## config.mk

```make
export PLATFORM = sky130hd
export DESIGN_NAME = wormhole_n_to_1_arbiter_flat
export DESIGN_NICKNAME = d
export VERILOG_FILES = /design/src/rtl/wormhole_n_to_1_arbiter_pkg.sv /design/src/rtl/wormhole_n_to_1_arbiter_if.sv /design/src/rtl/wormhole_n_to_1_arbiter_flit_fifo.sv /design/src/rtl/wormhole_n_to_1_arbiter.sv /design/src/flat_wrapper.sv
export SDC_FILE = /design/constraint.sdc
export NUM_CORES = 1
export LEC_CHECK = 0
export CORE_MARGIN = 1.5
export CORE_UTILIZATION = 55
export DETAILED_ROUTE_END_ITERATION = 6
export PLACE_DENSITY_LB_ADDON = 0.1
export SLEW_MARGIN = 15
export SYNTH_ARGS = -nofsm -noshare
export SYNTH_HDL_FRONTEND = slang
export SYNTH_HIERARCHICAL = 1
export SYNTH_SLANG_ARGS = --single-unit
```

## constraint.sdc

```tcl
create_clock -name clk -period 7.95 [get_ports clk]
set_input_delay 1.9875 -clock clk [delete_from_list [all_inputs] [get_ports clk]]
set_output_delay 1.9875 -clock clk [all_outputs]
set_load 0.01 [all_outputs]
```

## src/rtl/wormhole_n_to_1_arbiter_pkg.sv

```systemverilog
// Shared flit format, flit-type encodings and arbiter state for the wormhole concentrator.
// Pure declarations: no latency, no flow control.
package wormhole_n_to_1_arbiter_pkg;

   localparam int FLIT_SIZE  = 16;
   localparam int HEADER_LEN = 2;

   typedef logic [FLIT_SIZE-1:0]  flit_t;
   typedef logic [HEADER_LEN-1:0] flit_type_t;

   localparam flit_type_t HEAD_FLIT   = 2'b00;
   localparam flit_type_t BODY_FLIT   = 2'b01;
   localparam flit_type_t TAIL_FLIT   = 2'b10;
   localparam flit_type_t SINGLE_FLIT = 2'b11;

   typedef enum logic {
      UNLOCKED = 1'b0,
      LOCKED   = 1'b1
   } arb_state_e;

   function automatic flit_type_t flit_type(flit_t f);
      return f[FLIT_SIZE-1 -: HEADER_LEN];
   endfunction

   function automatic logic starts_packet(flit_type_t t);
      return (t == HEAD_FLIT) || (t == SINGLE_FLIT);
   endfunction

   function automatic logic continues_packet(flit_type_t t);
      return (t == BODY_FLIT) || (t == TAIL_FLIT);
   endfunction

   // (base + k) mod n for base < n and k < n, without a divider.
   function automatic int rr_wrap(int base, int k, int n);
      int s;
      s = base + k;
      return (s >= n) ? (s - n) : s;
   endfunction

endpackage

```

## src/rtl/wormhole_n_to_1_arbiter_if.sv

```systemverilog
// Flit bus of the N-to-1 concentrator: N valid/avail input channels, one valid/avail output.
// Signal names follow the router datapath so the block drops in for the single-slot reductor.
interface wormhole_n_to_1_arbiter_if #(
   parameter int N = 8
);
   import wormhole_n_to_1_arbiter_pkg::*;

   localparam int SEL_W = $clog2(N);

   logic [FLIT_SIZE*N-1:0] in;
   logic [N-1:0]           in_valid;
   logic [N-1:0]           in_avail;
   logic [FLIT_SIZE-1:0]   out;
   logic                   out_valid;
   logic                   out_avail;
   logic [SEL_W-1:0]       out_src;
   logic                   drop_err;

   modport master (
      output in, in_valid, out_avail,
      input  in_avail, out, out_valid, out_src, drop_err
   );

   modport slave (
      input  in, in_valid, out_avail,
      output in_avail, out, out_valid, out_src, drop_err
   );

endinterface

```

## src/rtl/wormhole_n_to_1_arbiter_flit_fifo.sv

```systemverilog
// Per-channel flit FIFO; pushed flit visible at head next cycle, full refuses push even while popping.
// Push into a full FIFO and pop from an empty FIFO are ignored.
module flit_fifo #(
   parameter int WIDTH = 16,
   parameter int DEPTH = 4
) (
   input  logic             clk,
   input  logic             rst,
   input  logic             push,
   input  logic [WIDTH-1:0] din,
   input  logic             pop,
   output logic             full,
   output logic             empty,
   output logic [WIDTH-1:0] head
);
   localparam int AW = $clog2(DEPTH);

   logic [WIDTH-1:0] mem_q [DEPTH];
   logic [AW-1:0]    wr_ptr_q, wr_ptr_d;
   logic [AW-1:0]    rd_ptr_q, rd_ptr_d;
   logic [AW:0]      cnt_q, cnt_d;
   logic             do_push, do_pop;

   assign full    = (cnt_q == (AW+1)'(DEPTH));
   assign empty   = (cnt_q == '0);
   assign head    = mem_q[rd_ptr_q];
   assign do_push = push && !full;
   assign do_pop  = pop && !empty;

   // Pointers are exactly log2(DEPTH) bits so they wrap on their own.
   always_comb begin
      wr_ptr_d = wr_ptr_q;
      rd_ptr_d = rd_ptr_q;
      cnt_d    = cnt_q;
      if (do_push) wr_ptr_d = wr_ptr_q + 1'b1;
      if (do_pop)  rd_ptr_d = rd_ptr_q + 1'b1;
      if (do_push && !do_pop) cnt_d = cnt_q + 1'b1;
      if (!do_push && do_pop) cnt_d = cnt_q - 1'b1;
   end

   always_ff @(posedge clk) begin
      if (rst) begin
         wr_ptr_q <= '0;
         rd_ptr_q <= '0;
         cnt_q    <= '0;
      end else begin
         wr_ptr_q <= wr_ptr_d;
         rd_ptr_q <= rd_ptr_d;
         cnt_q    <= cnt_d;
      end
   end

   always_ff @(posedge clk) begin
      if (do_push) mem_q[wr_ptr_q] <= din;
   end

endmodule

```

## src/rtl/wormhole_n_to_1_arbiter.sv

```systemverilog
// Packet-aware N:1 flit concentrator: per-input FIFOs, round-robin grant held HEAD..TAIL, orphan drop.
// One cycle in-to-out; output is combinational from FIFO heads and holds while out_avail is low.
module wormhole_n_to_1_arbiter
   import wormhole_n_to_1_arbiter_pkg::*;
#(
   parameter int N     = 8,
   parameter int DEPTH = 4
) (
   input logic                      clk,
   input logic                      rst,
   wormhole_n_to_1_arbiter_if.slave bus
);
   localparam int SEL_W = $clog2(N);

   arb_state_e       state_q, state_d;
   logic [SEL_W-1:0] owner_q, owner_d;
   logic [SEL_W-1:0] rr_ptr_q, rr_ptr_d;

   logic [N-1:0]     push, pop, full, empty, eligible, orphan;
   flit_t            head [N];

   logic             rr_found;
   logic [SEL_W-1:0] rr_sel, rr_idx;
   logic             drop_found;
   logic [SEL_W-1:0] drop_idx;
   logic [SEL_W-1:0] sel;
   logic             out_vld, xfer;
   flit_type_t       sel_type;

   assign bus.in_avail = rst ? '0 : ~full;
   assign push         = bus.in_valid & bus.in_avail;

   for (genvar i = 0; i < N; i++) begin : g_ch
      flit_fifo #(
         .WIDTH (FLIT_SIZE),
         .DEPTH (DEPTH)
      ) u_fifo (
         .clk   (clk),
         .rst   (rst),
         .push  (push[i]),
         .din   (bus.in[FLIT_SIZE*i +: FLIT_SIZE]),
         .pop   (pop[i]),
         .full  (full[i]),
         .empty (empty[i]),
         .head  (head[i])
      );

      assign eligible[i] = !empty[i] && starts_packet(flit_type(head[i]));
      // The owner's BODY/TAIL flits are the packet in flight, never orphans.
      assign orphan[i]   = !empty[i] && continues_packet(flit_type(head[i]))
                           && !((state_q == LOCKED) && (owner_q == SEL_W'(i)));
   end

   always_comb begin
      rr_found = 1'b0;
      rr_sel   = '0;
      rr_idx   = '0;
      for (int k = 0; k < N; k++) begin
         rr_idx = SEL_W'(rr_wrap(int'(rr_ptr_q), k, N));
         if (!rr_found && eligible[rr_idx]) begin
            rr_found = 1'b1;
            rr_sel   = rr_idx;
         end
      end
   end

   always_comb begin
      drop_found = 1'b0;
      drop_idx   = '0;
      for (int j = 0; j < N; j++) begin
         if (!drop_found && orphan[j]) begin
            drop_found = 1'b1;
            drop_idx   = SEL_W'(j);
         end
      end
   end

   always_comb begin
      state_d  = state_q;
      owner_d  = owner_q;
      rr_ptr_d = rr_ptr_q;
      sel      = '0;
      out_vld  = 1'b0;
      unique case (state_q)
         UNLOCKED: begin
            sel     = rr_sel;
            out_vld = rr_found;
         end
         LOCKED: begin
            sel     = owner_q;
            out_vld = !empty[owner_q];
         end
      endcase
      out_vld  = out_vld && !rst;
      xfer     = out_vld && bus.out_avail;
      sel_type = flit_type(head[sel]);

      // A stray HEAD/SINGLE at the owner closes the packet exactly like a TAIL.
      if (xfer) begin
         unique case (state_q)
            UNLOCKED: begin
               if (sel_type == HEAD_FLIT) begin
                  state_d = LOCKED;
                  owner_d = sel;
               end else begin
                  rr_ptr_d = SEL_W'(rr_wrap(int'(sel), 1, N));
               end
            end
            LOCKED: begin
               if (sel_type != BODY_FLIT) begin
                  state_d  = UNLOCKED;
                  rr_ptr_d = SEL_W'(rr_wrap(int'(owner_q), 1, N));
               end
            end
         endcase
      end
   end

   always_comb begin
      pop = '0;
      if (xfer)       pop[sel]      = 1'b1;
      if (drop_found) pop[drop_idx] = 1'b1;
   end

   always_ff @(posedge clk) begin
      if (rst) begin
         state_q  <= UNLOCKED;
         owner_q  <= '0;
         rr_ptr_q <= '0;
      end else begin
         state_q  <= state_d;
         owner_q  <= owner_d;
         rr_ptr_q <= rr_ptr_d;
      end
   end

   assign bus.out_valid = out_vld;
   assign bus.out       = out_vld ? head[sel] : '0;
   assign bus.out_src   = out_vld ? sel : '0;
   assign bus.drop_err  = drop_found && !rst;

endmodule

```

## src/flat_wrapper.sv

```systemverilog
// flat-port wrapper written by rule: the top's interface ports become plain ports
module wormhole_n_to_1_arbiter_flat import wormhole_n_to_1_arbiter_pkg::*;
#(
   parameter int N     = 8,
   parameter int DEPTH = 4
)
  (clk, rst, bus_in, bus_in_valid, bus_out_avail, bus_in_avail, bus_out, bus_out_valid, bus_out_src, bus_drop_err);
  wormhole_n_to_1_arbiter_if #(.N(N)) bus_i ();
  input logic clk;
  input logic rst;
  input wire logic [$bits(bus_i.in)-1:0] bus_in;
  input wire logic [$bits(bus_i.in_valid)-1:0] bus_in_valid;
  input wire logic [$bits(bus_i.out_avail)-1:0] bus_out_avail;
  output wire logic [$bits(bus_i.in_avail)-1:0] bus_in_avail;
  output wire logic [$bits(bus_i.out)-1:0] bus_out;
  output wire logic [$bits(bus_i.out_valid)-1:0] bus_out_valid;
  output wire logic [$bits(bus_i.out_src)-1:0] bus_out_src;
  output wire logic [$bits(bus_i.drop_err)-1:0] bus_drop_err;
  assign bus_i.in = bus_in;
  assign bus_i.in_valid = bus_in_valid;
  assign bus_i.out_avail = bus_out_avail;
  assign bus_in_avail = bus_i.in_avail;
  assign bus_out = bus_i.out;
  assign bus_out_valid = bus_i.out_valid;
  assign bus_out_src = bus_i.out_src;
  assign bus_drop_err = bus_i.drop_err;
  wormhole_n_to_1_arbiter #(.N(N), .DEPTH(DEPTH)) u_core (.clk(clk), .rst(rst), .bus(bus_i));
endmodule
```

Word level (Yosys, flattened, before mapping)
Memory sizes are Yosys's and may differ from the RTL's. A register that Yosys moved wholly into a read port is not among the register bits.
Cells that the tools add are included.
{ "word_totals": {"register_bits": 63, "out_inout_bits": 29, "ram_bits": 512, "n_memories": 8, "input_bits": 139} }
{ "op_classes": {"order_cmp": 24, "addsub": 51, "n_eq_ne": 42, "reduce_logical": 183, "bitwise": 5, "mux": 127} }
{ "mem_list": {"columns": ["name", "depth", "width", "rd", "rd_ports_with_merged_regs", "write_ports", "line_no", "text"], "rows": [
  ["u_core.g_ch[0].u_fifo.mem_q", 4, 16, 1, 1, 1, "wormhole_n_to_1_arbiter_flit_fifo.sv:18", "logic [WIDTH-1:0] mem_q [DEPTH];"],
  ["u_core.g_ch[1].u_fifo.mem_q", 4, 16, 1, 1, 1, "wormhole_n_to_1_arbiter_flit_fifo.sv:18", null],
  ["u_core.g_ch[2].u_fifo.mem_q", 4, 16, 1, 1, 1, "wormhole_n_to_1_arbiter_flit_fifo.sv:18", null],
  ["u_core.g_ch[3].u_fifo.mem_q", 4, 16, 1, 1, 1, "wormhole_n_to_1_arbiter_flit_fifo.sv:18", null],
  ["u_core.g_ch[4].u_fifo.mem_q", 4, 16, 1, 1, 1, "wormhole_n_to_1_arbiter_flit_fifo.sv:18", null],
  ["u_core.g_ch[5].u_fifo.mem_q", 4, 16, 1, 1, 1, "wormhole_n_to_1_arbiter_flit_fifo.sv:18", null],
  ["2 more memories", null, null, null, null, null, null, null]
]} }
{ "ops": {"columns": ["operator", "n"], "rows": [
  ["$mux W3", 41],
  ["$logic_and A1 B1 Y1", 83],
  ["$logic_not A1 Y1", 56],
  ["$sub A3 B1 Y3 const B", 18],
  ["$bmux W16 S3", 1],
  ["$mux W16", 3],
  ["$mux W1", 46],
  ["$lt A3 B4 Y1 const B", 11],
  ["$ge A4 B4 Y1 const B", 10],
  ["$eq A3 B3 Y1 const B", 12],
  ["$mux W2", 18],
  ["$add A2 B1 Y2 const B", 16],
  ["$eq A2 B2 Y1 const B", 16],
  ["$bmux W1 S3", 9],
  ["$logic_not A3 Y1", 9],
  ["$add A3 B1 Y3 const B", 8],
  ["$mux W8", 3],
  ["$logic_not A2 Y1", 9],
  ["$add A3 B3 Y4 const B", 4],
  ["$eq A2 B1 Y1 const B", 8],
  ["$logic_or A1 B1 Y1", 16],
  ["$reduce_bool A2 Y1", 8],
  ["$add A3 B1 Y4 const B", 3],
  ["$pmux W3 S2", 2],
  ["other kinds (15)", 22]
]} }

Longest topological paths before layout
Gate-level depths: netlist of the first run.
{ "logic_depth": {"ltp_word": 40, "ltp_mapped": 26, "ltp_nobuf": 23} }

By module
Netlist of the first run, hierarchy kept.
{ "modules_own_cells": {"columns": ["module", "cells_per_inst", "instances", "area_each_um2", "seq_area_each_um2"], "rows": [
  ["flit_fifo", 138, 8, 2821.5, 2102.0],
  ["wormhole_n_to_1_arbiter", 467, 1, 3492.1, 140.1]
]} }

Worst setup path before layout of the first run
OpenSTA, ideal clock, no wires.
{ "synth_timing": {"path_kind": "reg-to-output", "start": "register (tool-made name)", "end": "output port bus_out[0]", "path_slack_ps": 1628, "n_path_buf": 5, "t_arrival_ps": 4334, "path_stages_with_launch": 18, "cell_sequence": "dfxtp_1 > buf_6 > buf_12 > mux4_2 > xor2_1 > nor2_1 > mux4_2 > a211oi_2 > o211ai_2 > nor2_1 > mux2_4 > o311ai_4 > buf_6 > buf_2 > clkbuf_1 > a21oi_1 > a21oi_1 > nor2_1"} }
{ "synth_rtl": {"columns": ["element", "line_no", "text"], "rows": [
  ["to (decl)", "flat_wrapper.sv:15", "output wire logic [$bits(bus_i.out)-1:0] bus_out;"]
]} }

==> summary.md, run 1 <==
| Metric | Value |
|---|---|
| DP Area | `28330 um2` |
| Syn nets | `1761` |
| Status | `finished with violations` |
| Final hold vios | `0` |
| Sequential share of the synthesized area | `0.6506` |
| Dpl cells | `2317` |
| Clock Power Share | `0.267` |
| Critical Path Max Stage Delay | `0.67 ns` |
| Final Cycle Share | `0.9806` |
| Crit. End Element | `primary output` |
| Top cells by area, synth | `edfxtp_1 (59%), mux4_2 (7.6%), dfxtp_1 (6.1%), mux4_1 (4.9%), mux2i_1 (2.2%)` |
| Initial Util | `0.5587` |
| First-pass iteration count of the detailed router | `7` |
| Routed WL | `61420 um` |
| Cell count of the worst reg-to-reg path | `21` |
| Port Buffers | `167` |
| Total CTS buffers | `58` |
| Die Area | `48700 um2` |
| Worst-margin pin slew | `0.9144 ns` |
| Hold depth | `2` |
| Synth Area in Simple Gates | `0.06077` |
| CTS tree | `done` |
| Clk sinks | `591` |
| XOR/XNOR Fraction of Synth Area | `0.01435` |
| Worst Hold End | `u_core/g_ch[4].u_fifo/rd_ptr_q[1]$_SDFFE_PP0P_` |
| Routed Antenna Nets | `0` |
| CTS clk-pin slew, worst paths | `0.06 ns` |
| Final #Nets | `1965` |
| Leakage power | `10.14 nW` |
| Slew headroom | `0.3904` |
| Worst Path Required | `5.96 ns` |
| Net Sw Power | `3.598 mW` |
| Top post-synthesis cells by count | `edfxtp_1 (512), nor2_1 (118), mux4_2 (88)` |
| Post-Syn Area | `26060 um2` |
| Fillers | `3265` |
| Finished Layout Cells | `2432` |
| Vias per inst | `6.036` |
| Initial DRC Count | `1377` |
| Switching Share | `0.3390` |
| WP data arrival | `5.81 ns` |
| Worst-Skew Late Latency | `0.62 ns` |
| P per Cell Area | `348.2 nW/um2` |
| Synthesized flop and latch total | `591` |
| Compound-gate portion of the synthesized area | `0.05847` |
| Internal | `7.014 mW` |
| Post-synth EDFFs | `512` |
| Syn Area/Cell | `16.59 um2` |
| Hold slack | `0.4943 ns` |
| Startpoint of the worst hold path | `u_core/g_ch[4].u_fifo/rd_ptr_q[1]$_SDFFE_PP0P_` |
| Distinct cell type count after synthesis | `74` |
| DRC errors left | `10` |
| DP HPWL | `43780 um` |
| Critical path peak fanout | `5` |
| Share of the synthesized area in the top cell type | `0.5899` |
| Dpl ws | `0.4714 ns` |
| CTS root buf | `clkbuf_16` |
| Final setup margin | `0.1541 ns` |
| YS warnings | `6` |
| Ant diodes | `0` |
| Total congestion overflow | `0` |
| Largest family of logic cells by synthesized area | `multiplexers` |
| Min cycle time layout | `7.796 ns` |
| Worst setup SP type | `flip-flop` |
| Number of global-route vias before repair | `14.60k` |
| Post-synthesis mux area share | `0.1570` |
| Overall Global Routing Usage | `0.2556` |
| Most numerous cell in the Yosys netlist | `edfxtp_1` |
| Hold WC Path Type | `flip-flop to flip-flop` |
| F_max | `0.1283 GHz` |
| Reg2reg setup slack | `1.50 ns` |
| Max-slew violations | `0` |
| CTS H-tree lvls | `2` |
| Comb pwr share | `0.395` |
| Failing checks | `design-rule violations` |
| Longest Clk Path Bufs | `3` |
| Seq pwr share | `0.338` |
| Gate Count Post-Synth | `1571` |
| Max_cap viols | `0` |
| Post-Synth Adder-Cell Area | `0.02679` |
| Vias | `14.68k` |
| GPL Wtd Cong | `0.9405` |
| Area grow syn2layout | `16.93%` |
| Ports | `168` |
| Leading area contributor after synthesis | `edfxtp_1` |
| Layout cells sized above 1 | `0.1660` |
| CP cell instances | `mux4_1 > xnor2_2 > and2b_1 > mux4_1 > mux2i_2 > nand3_1 > nor2_2 > mux2_4 > o311ai_4 > buf_4 > mux2i_1 > mux2i_1 > nor2_1 > clkdlybuf4s50_1` |
| Crit-path slowest cell | `mux4_1` |
| PnR Total Power | `10.61 mW` |
| Die Wd | `220.7 um` |
| Final Skew | `0.02460 ns` |
| Global-route wire length before repair | `90490 um` |
| Die Height | `220.7 um` |
| Synth Flop Type | `edfxtp_1` |
| Async SR Flop Fraction | `0` |
| Number of core rows | `79` |
| Core Area | `46650 um2` |
| VDD IR max | `0.0003223 V` |
| R2r endpoint | `u_core/g_ch[3].u_fifo/cnt_q[2]$_SDFFE_PP0P_` |
| Pin count of the biggest net entering global routing | `52` |
| Final Instance Area | `30480 um2` |
| # setup viols final | `0` |
| Antenna violations before repair | `0` |
| Critical path class | `flip-flop to primary output` |
| DR WL/cell | `25.26 um` |
-- how the worst max path moves through the flow --
stage | end | slack, ns
2_1_floorplan | bus_out[0] | 1.63
3_3_place_gp | bus_out[1] | 0.41
3_5_place_dp | bus_out[14] | 0.47
4_1_cts | bus_out[4] | 0.04
5_1_grt | bus_out[15] | -0.02
6_report | bus_out[15] | 0.15
-- cell families after synthesis --
| family | after synthesis |
|---|---|
| mux | 215 |
| buf+inv | 151 |
| xor+xnor | 41 |
| compound gates | 217 |
| simple gates | 305 |
| flops | 591 |
| fa+ha+maj | 51 |
-- cell type report --
class / instances / area [um2] / area share
Multi-Input combinational cell: 829 / 8335 / 0.2735
Timing Repair Buffer: 221 / 2130 / 0.06988
Tap cell: 607 / 759.5 / 0.02492
Sequential cell: 591 / 16960 / 0.5565
Clock buffer: 75 / 1577 / 0.05173
Clock inverter: 35 / 436.7 / 0.01433
Inverter: 74 / 277.8 / 0.009114
-- sequential cells by signal, summed over array words and instances (netlist names), named ones only --
register                     cells
u_core/g_ch.u_fifo/cnt_q        24
u_core/g_ch.u_fifo/mem_q       512
u_core/g_ch.u_fifo/rd_ptr_q     16
u_core/g_ch.u_fifo/wr_ptr_q     16
u_core/owner_q                   3
u_core/rr_ptr_q                  3
u_core/state_q                   1
-- through the flow --
step / TNS (ns) / util
floorplan: 0 / -
finish: 0 / 0.6532
global route: -0.02353 / 0.6532
detailed placement: 0 / 0.6072
CTS: 0 / 0.6516
global placement: 0 / 0.6072
-- critical path: cells and delay by family (launching register included) --
family | cells | cell delay (ns)
buf+inv | 2 | 0.82
mux | 6 | 2.32
compound gates | 1 | 0.43
xor+xnor | 1 | 0.25
flops | 1 | 0.40
simple gates | 4 | 0.96
-- what timing repair did --
item                       4_1_cts  5_1_grt
setup endpoints to repair       16       16
buffers inserted                 3        1
gates cloned                     0        1
resized for setup                6       10
pin swaps                        1        1
hold buffers                     0        0
-- metal layers --
metal / track usage / part of all wire / up-vias
met4: 0.1025 / 0.040 / 0
met2: 0.4153 / 0.48 / 504
met1: 0.3450 / 0.42 / 7467
met3: 0.04467 / 0.058 / 102
li1: - / - / 6607
met5: 0 / 0 / -
-- placed cells by master, fill, tap and decap left out, types with 25 or more instances in the layout --
cell type	n
inv_1	71
and2_1	45
clkdlybuf4s50_1	166
o21ai_0	37
a21oi_1	66
mux2i_1	56
dfxtp_1	76
ha_1	43
mux4_2	89
buf_4	51
edfxtp_1	512
mux4_1	48
clkbuf_16	60
or3_1	25
nor2_1	117
xor2_1	28
-- power groups by stage --
stage	clock network [mW]	registers (mW)	logic, mW
detailed placement	0	3.65	3.98
finish	2.84	3.58	4.19
floorplan	0	3.59	2.64
global route	3.00	3.59	4.45
global placement	0	3.64	3.97
CTS	2.88	3.58	4.05
Power figures use the tool's default switching activity.
==> run 2, diff against run 1 <==
--- a/config.mk
+++ b/config.mk
@@ -14,3 +14,4 @@
 export SYNTH_HDL_FRONTEND = slang
 export SYNTH_HIERARCHICAL = 1
 export SYNTH_SLANG_ARGS = --single-unit
+export TNS_END_PERCENT = 20
==> run 2 against run 1 <==
- the run still ends with design-rule violations left
- via count is essentially flat
- register-to-register slack is essentially flat
- wire length is essentially flat
- clock-buffer cell count is the same
- critical path depth is the same
- largest cell class unchanged
- worst setup slack gained 0.037 ns
- clock power is essentially flat
- die area is the same
==> summary.md, run 2 (synthesis results as in run 1) <==
| Metric | Value |
|---|---|
| CTS H-tree lvls | `2` |
| Die Height | `220.7 um` |
| Global-route wire length before repair | `90400 um` |
| Largest registers | `u_core/g_ch.u_fifo/mem_q x512, u_core/g_ch.u_fifo/cnt_q x24` |
| Initial DRC Count | `1375` |
| Most common cell after layout, fill and taps aside | `edfxtp_1` |
| DR WL/cell | `25.23 um` |
| Dpl cells | `2317` |
| Finished Layout Cells | `2434` |
| Port Buffers | `167` |
| Ant diodes | `0` |
| Area grow syn2layout | `17.05%` |
| Final Skew | `0.02671 ns` |
| Status | `finished with violations` |
| Routed Antenna Nets | `0` |
| Number of global-route vias before repair | `14.60k` |
| Final hold vios | `0` |
| Worst setup SP type | `flip-flop` |
| Final setup margin | `0.1912 ns` |
| Die Area | `48700 um2` |
| Switching Share | `0.3388` |
| DRC errors left | `10` |
| GPL Wtd Cong | `0.9405` |
| Final Cycle Share | `0.9760` |
| Ports | `168` |
| PnR Total Power | `10.64 mW` |
| Crit. End Element | `primary output` |
| Comb pwr share | `0.397` |
| Area of the multi-input gates | `8352 um2` |
| Overall Global Routing Usage | `0.2553` |
| Longest Clk Path Bufs | `3` |
| Total CTS buffers | `58` |
| Worst-margin pin slew | `0.9204 ns` |
| Antenna violations before repair | `0` |
| CTS tree | `done` |
| Hold WC Path Type | `flip-flop to flip-flop` |
| Final #Nets | `1967` |
| First-pass iteration count of the detailed router | `7` |
| Max-slew violations | `0` |
| Number of core rows | `79` |
| Internal | `7.034 mW` |
| Vias | `14.67k` |
| Critical path peak fanout | `5` |
| CTS root buf | `clkbuf_16` |
| Seq pwr share | `0.337` |
| Max_cap viols | `0` |
| Vias per inst | `6.027` |
| Routed WL | `61410 um` |
| Hold slack | `0.4984 ns` |
| Reg area | `16960 um2` |
| Slew headroom | `0.3864` |
| Initial Util | `0.5587` |
| Clk sinks | `591` |
| Dpl ws | `0.4714 ns` |
| Min cycle time layout | `7.759 ns` |
| DP HPWL | `43780 um` |
| Critical path class | `flip-flop to primary output` |
| Cts hold-fix bufs | `0` |
| Core Area | `46650 um2` |
| Leakage power | `10.16 nW` |
| VDD IR max | `0.0003270 V` |
| # setup viols final | `0` |
| CTS clk-pin slew, worst paths | `0.06 ns` |
| Worst-Skew Late Latency | `0.63 ns` |
| Clock Power Share | `0.267` |
| Die Wd | `220.7 um` |
| Commonest non-fill, non-tap cells in the layout | `edfxtp_1 (512), clkdlybuf4s50_1 (166), nor2_1 (117)` |
| F_max | `0.1289 GHz` |
| Total congestion overflow | `0` |
| Failing checks | `design-rule violations` |
| Layout cells sized above 1 | `0.1680` |
| Fillers | `3265` |
| Worst Path Required | `5.96 ns` |
| Pin count of the biggest net entering global routing | `52` |
| P per Cell Area | `348.7 nW/um2` |
| Net Sw Power | `3.604 mW` |
| WP data arrival | `5.77 ns` |
| Largest register by flop count | `u_core/g_ch.u_fifo/mem_q` |
| Max reg flops | `512` |
-- run 2: changes by cell type in the layout (fill, tap and decap cells not counted), sizes merged --
| cell | change |
|---|---|
| buf | +2 |
-- run 2: power by group through the flow --
| stage | clock network, mW | logic (mW) | registers (mW) |
|---|---|---|---|
| finish | 2.84 | 4.22 | 3.58 |
| floorplan | 0 | 2.64 | 3.59 |
| global placement | 0 | 3.97 | 3.64 |
| CTS | 2.88 | 4.00 | 3.58 |
| detailed placement | 0 | 3.98 | 3.65 |
| global route | 3.01 | 4.47 | 3.59 |
-- run 2: path summary, 6_finish.rpt --
kind,startpoint,endpoint,slack (ns),depth (start not counted)
worst max-delay path,flip-flop,bus_out[15],0.19,14
worst min-delay path,u_core/g_ch[7].u_fifo/rd_ptr_q[1]$_SDFFE_PP0P_,u_core/g_ch[7].u_fifo/rd_ptr_q[1]$_SDFFE_PP0P_,0.50,2
worst max register to register,flip-flop,u_core/g_ch[3].u_fifo/cnt_q[2]$_SDFFE_PP0P_,1.50,21
worst min register to register,u_core/g_ch[7].u_fifo/rd_ptr_q[1]$_SDFFE_PP0P_,u_core/g_ch[7].u_fifo/rd_ptr_q[1]$_SDFFE_PP0P_,0.50,2
-- run 2: cell type report --
class / instances / share of cell area
Clock buffer: 75 / 0.05168
Inverter: 74 / 0.009105
Timing Repair Buffer: 223 / 0.07030
Sequential cell: 591 / 0.5559
Tap cell: 607 / 0.02490
Clock inverter: 35 / 0.01431
Multi-Input combinational cell: 829 / 0.2738
-- run 2: layer usage --
metal  GRT usage  vias up  wire length (um)
li1            -     6599                 -
met1      0.3448     7538             25900
met2      0.4195      441             29980
met3     0.04344       91              3306
met4     0.09369        0              2232
met5           0        -                 0
-- run 2: critical path: stages (launching register included) --
cell,delay [ns]
dfxtp_1,0.40
mux4_1,0.67
xnor2_2,0.25
and2b_1,0.27
mux4_1,0.54
mux2i_2,0.28
nand3_1,0.23
or4_4,0.54
o211ai_4,0.12
buf_4,0.20
mux2i_1,0.39
mux2i_1,0.17
mux2i_1,0.40
nor2_1,0.15
clkdlybuf4s50_1,0.53
-- run 2: what timing repair did --
item,4_1_cts,5_1_grt
cloned,0,1
pin swaps,1,2
gates resized for setup,8,11
buffers inserted,0,6
setup endpoints to repair,16,16
-- run 2: per-stage QoR --
step,utilization,instance area [um2],TNS (ns)
3_3_place_gp,0.6072,28330,0
2_1_floorplan,-,26060,0
3_5_place_dp,0.6072,28330,0
6_report,0.6539,30510,0
5_1_grt,0.6539,30510,-0.01088
4_1_cts,0.6511,30380,0
==> run 3, diff against run 2 <==
--- a/config.mk
+++ b/config.mk
@@ -5,7 +5,7 @@
 export SDC_FILE = /design/constraint.sdc
 export NUM_CORES = 1
 export LEC_CHECK = 0
-export CORE_MARGIN = 1.5
+export CORE_MARGIN = 3
 export CORE_UTILIZATION = 55
 export DETAILED_ROUTE_END_ITERATION = 6
 export PLACE_DENSITY_LB_ADDON = 0.1
==> run 3 against run 2 <==
- the flow now finishes without violations
- non-clock buffer count is 8 higher
- fmax about the same
- final area decreased by 0.30%
- cell count up 0.21%
- critical path type unchanged
==> summary.md, run 3 (synthesis results as in run 1) <==
| Metric | Value |
|---|---|
| Status | `complete, no violations` |
| Largest registers | `u_core/g_ch.u_fifo/mem_q x512, u_core/g_ch.u_fifo/cnt_q x24` |
| Ports | `168` |
| Clk sinks | `591` |
| Max reg flops | `512` |
| Reg2reg setup slack | `1.50 ns` |
| Vias per inst | `6.080` |
| DP HPWL | `44650 um` |
| Critical Path Max Stage Delay | `0.58 ns` |
| Slew headroom | `0.3506` |
| DR WL/cell | `25.76 um` |
| CP cell instances | `buf_4 > mux4_2 > xnor2_2 > and2b_1 > a2111oi_0 > a2111o_1 > nand3_2 > nor2_4 > mux2_4 > o311ai_4 > buf_4 > clkbuf_16 > mux2i_1 > a221oi_1 > o21a_1 > clkdlybuf4s50_1` |
| Routed Antenna Nets | `0` |
| Global-route wire length before repair | `93610 um` |
| Final Skew | `0.01868 ns` |
| Layout cells sized above 1 | `0.1666` |
| Util after Layout | `0.6520` |
| Crit-path slowest cell | `mux4_2` |
| F_max | `0.1290 GHz` |
| CTS root buf | `clkbuf_16` |
| Hold depth | `2` |
| Leakage power | `10.15 nW` |
| Worst Hold End | `u_core/g_ch[0].u_fifo/rd_ptr_q[1]$_SDFFE_PP0P_` |
| First-pass iteration count of the detailed router | `5` |
| Worst setup SP type | `flip-flop` |
| Crit. End Element | `primary output` |
| Number of global-route vias before repair | `14.66k` |
| Startpoint of the worst hold path | `u_core/g_ch[0].u_fifo/rd_ptr_q[1]$_SDFFE_PP0P_` |
| Min cycle time layout | `7.753 ns` |
| Cts hold-fix bufs | `0` |
| Worst-Skew Late Latency | `0.60 ns` |
| Overall Global Routing Usage | `0.2522` |
| PnR Total Power | `10.60 mW` |
| Core Area | `46650 um2` |
| VDD IR max | `0.0002922 V` |
| Largest register by flop count | `u_core/g_ch.u_fifo/mem_q` |
| Total CTS buffers | `57` |
| Port Buffers | `167` |
| Die Wd | `223.7 um` |
| Vias | `14.83k` |
| Routed WL | `62820 um` |
| Worst Path Required | `5.96 ns` |
| Final #Nets | `1975` |
| Longest Clk Path Bufs | `3` |
| P per Cell Area | `348.6 nW/um2` |
| CTS tree | `done` |
| Total congestion overflow | `0` |
| R2r endpoint | `u_core/g_ch[3].u_fifo/cnt_q[2]$_SDFFE_PP0P_` |
| Antenna violations before repair | `0` |
| Cell count of the worst reg-to-reg path | `22` |
| CTS H-tree lvls | `2` |
| Most common cell after layout, fill and taps aside | `edfxtp_1` |
| Die Area | `50040 um2` |
| DRC errors left | `0` |
| Worst-margin pin slew | `0.9741 ns` |
| Critical path peak fanout | `14` |
| GPL Wtd Cong | `0.9702` |
| Initial Util | `0.5587` |
| Pin count of the biggest net entering global routing | `48` |
| Commonest non-fill, non-tap cells in the layout | `edfxtp_1 (512), clkdlybuf4s50_1 (166), nor2_1 (116)` |
| # setup viols final | `0` |
| RSZ-0062 raised after global routing | `false` |
| Max_cap viols | `0` |
| Hold WC Path Type | `flip-flop to flip-flop` |
| Critical path class | `flip-flop to primary output` |
| CTS clk-pin slew, worst paths | `0.06 ns` |
| Cell mode on critical path | `buf_4` |
| WP data arrival | `5.77 ns` |
| Area grow syn2layout | `16.70%` |
| Final Cycle Share | `0.9752` |
| Setup TNS | `0 ns` |
| Final hold vios | `0` |
| Max-slew violations | `0` |
| Number of core rows | `79` |
| Initial DRC Count | `1388` |
| Die Height | `223.7 um` |
| Fillers | `3302` |
==> run 3: changes by cell type in the layout (fill, tap and decap cells not counted), sizes merged, moves of 3 or more <==
cell      change
clkinvlp      -3
clkbuf        +6
buf           +7
bufinv        -3
clkinv        -4
==> run 3: metrics by stage <==
stage | setup slack [ns] | hold WS (ns) | area, um2 | cells
after floorplan | 1.628 | 0.4591 | 26060 | 1571
after global placement | 0.4926 | 0.4679 | 28390 | 2326
after detailed placement | 0.5520 | 0.4832 | 28390 | 2326
after CTS | 0.01891 | 0.4943 | 30320 | 2432
after global routing | 0.01280 | 0.5219 | 30410 | 2438
final | 0.1974 | 0.4901 | 30420 | 2439
==> run 3: power by group <==
| group | internal, mW | switching [mW] | total, mW |
|---|---|---|---|
| Clock | 1.60 | 1.09 | 2.68 |
| Combinational | 1.94 | 2.40 | 4.34 |
| Sequential | 3.49 | 0.0960 | 3.58 |
==> run 3: layout make-up <==
class / instances / area, um2 / area share
multi-input combinational: 830 / 8318 / 0.2735
sequential: 591 / 16960 / 0.5575
timing repair buffer: 231 / 2217 / 0.07289
clock inverter: 24 / 277.8 / 0.009132
inverter: 74 / 277.8 / 0.009132
tap: 607 / 759.5 / 0.02497
clock buffer: 81 / 1607 / 0.05282
antenna: 1 / 2.502 / 0.00008227
==> run 3: how the worst max path moves through the flow <==
stage	from	endpoint	slack, ns
final	flip-flop	bus_out[6]	0.20
after CTS	flip-flop	bus_out[2]	0.02
after detailed placement	flip-flop	bus_out[8]	0.55
after global routing	flip-flop	bus_out[8]	0.01
after global placement	flip-flop	bus_out[2]	0.49
after floorplan	flip-flop	bus_out[0]	1.63
==> run 3: per-layer routing <==
metal / up-vias / routed length, um / global-route usage
met4: 0 / 2013 / 0.07718
li1: 6623 / - / -
met2: 474 / 30870 / 0.4126
met5: - / 0 / 0
met1: 7629 / 26510 / 0.3541
met3: 103 / 3424 / 0.04180
==> run 3: worst max-delay path, delay by kind of cell, from the launching register on <==
kind,cells,cell delay (ns)
AOI/OAI and AO/OA,5,1.74
buffers and inverters,4,1.16
muxes,3,1.06
and+or+nand+nor,3,0.60
DFF,1,0.38
xor gates and xnor gates,1,0.23
==> run 3: repair_timing <==
action                     CTS  global route
setup buffers                0             4
pin swaps                    0             2
gates resized for setup      4             9
setup endpoints to repair   11            16
cloned                       1             2
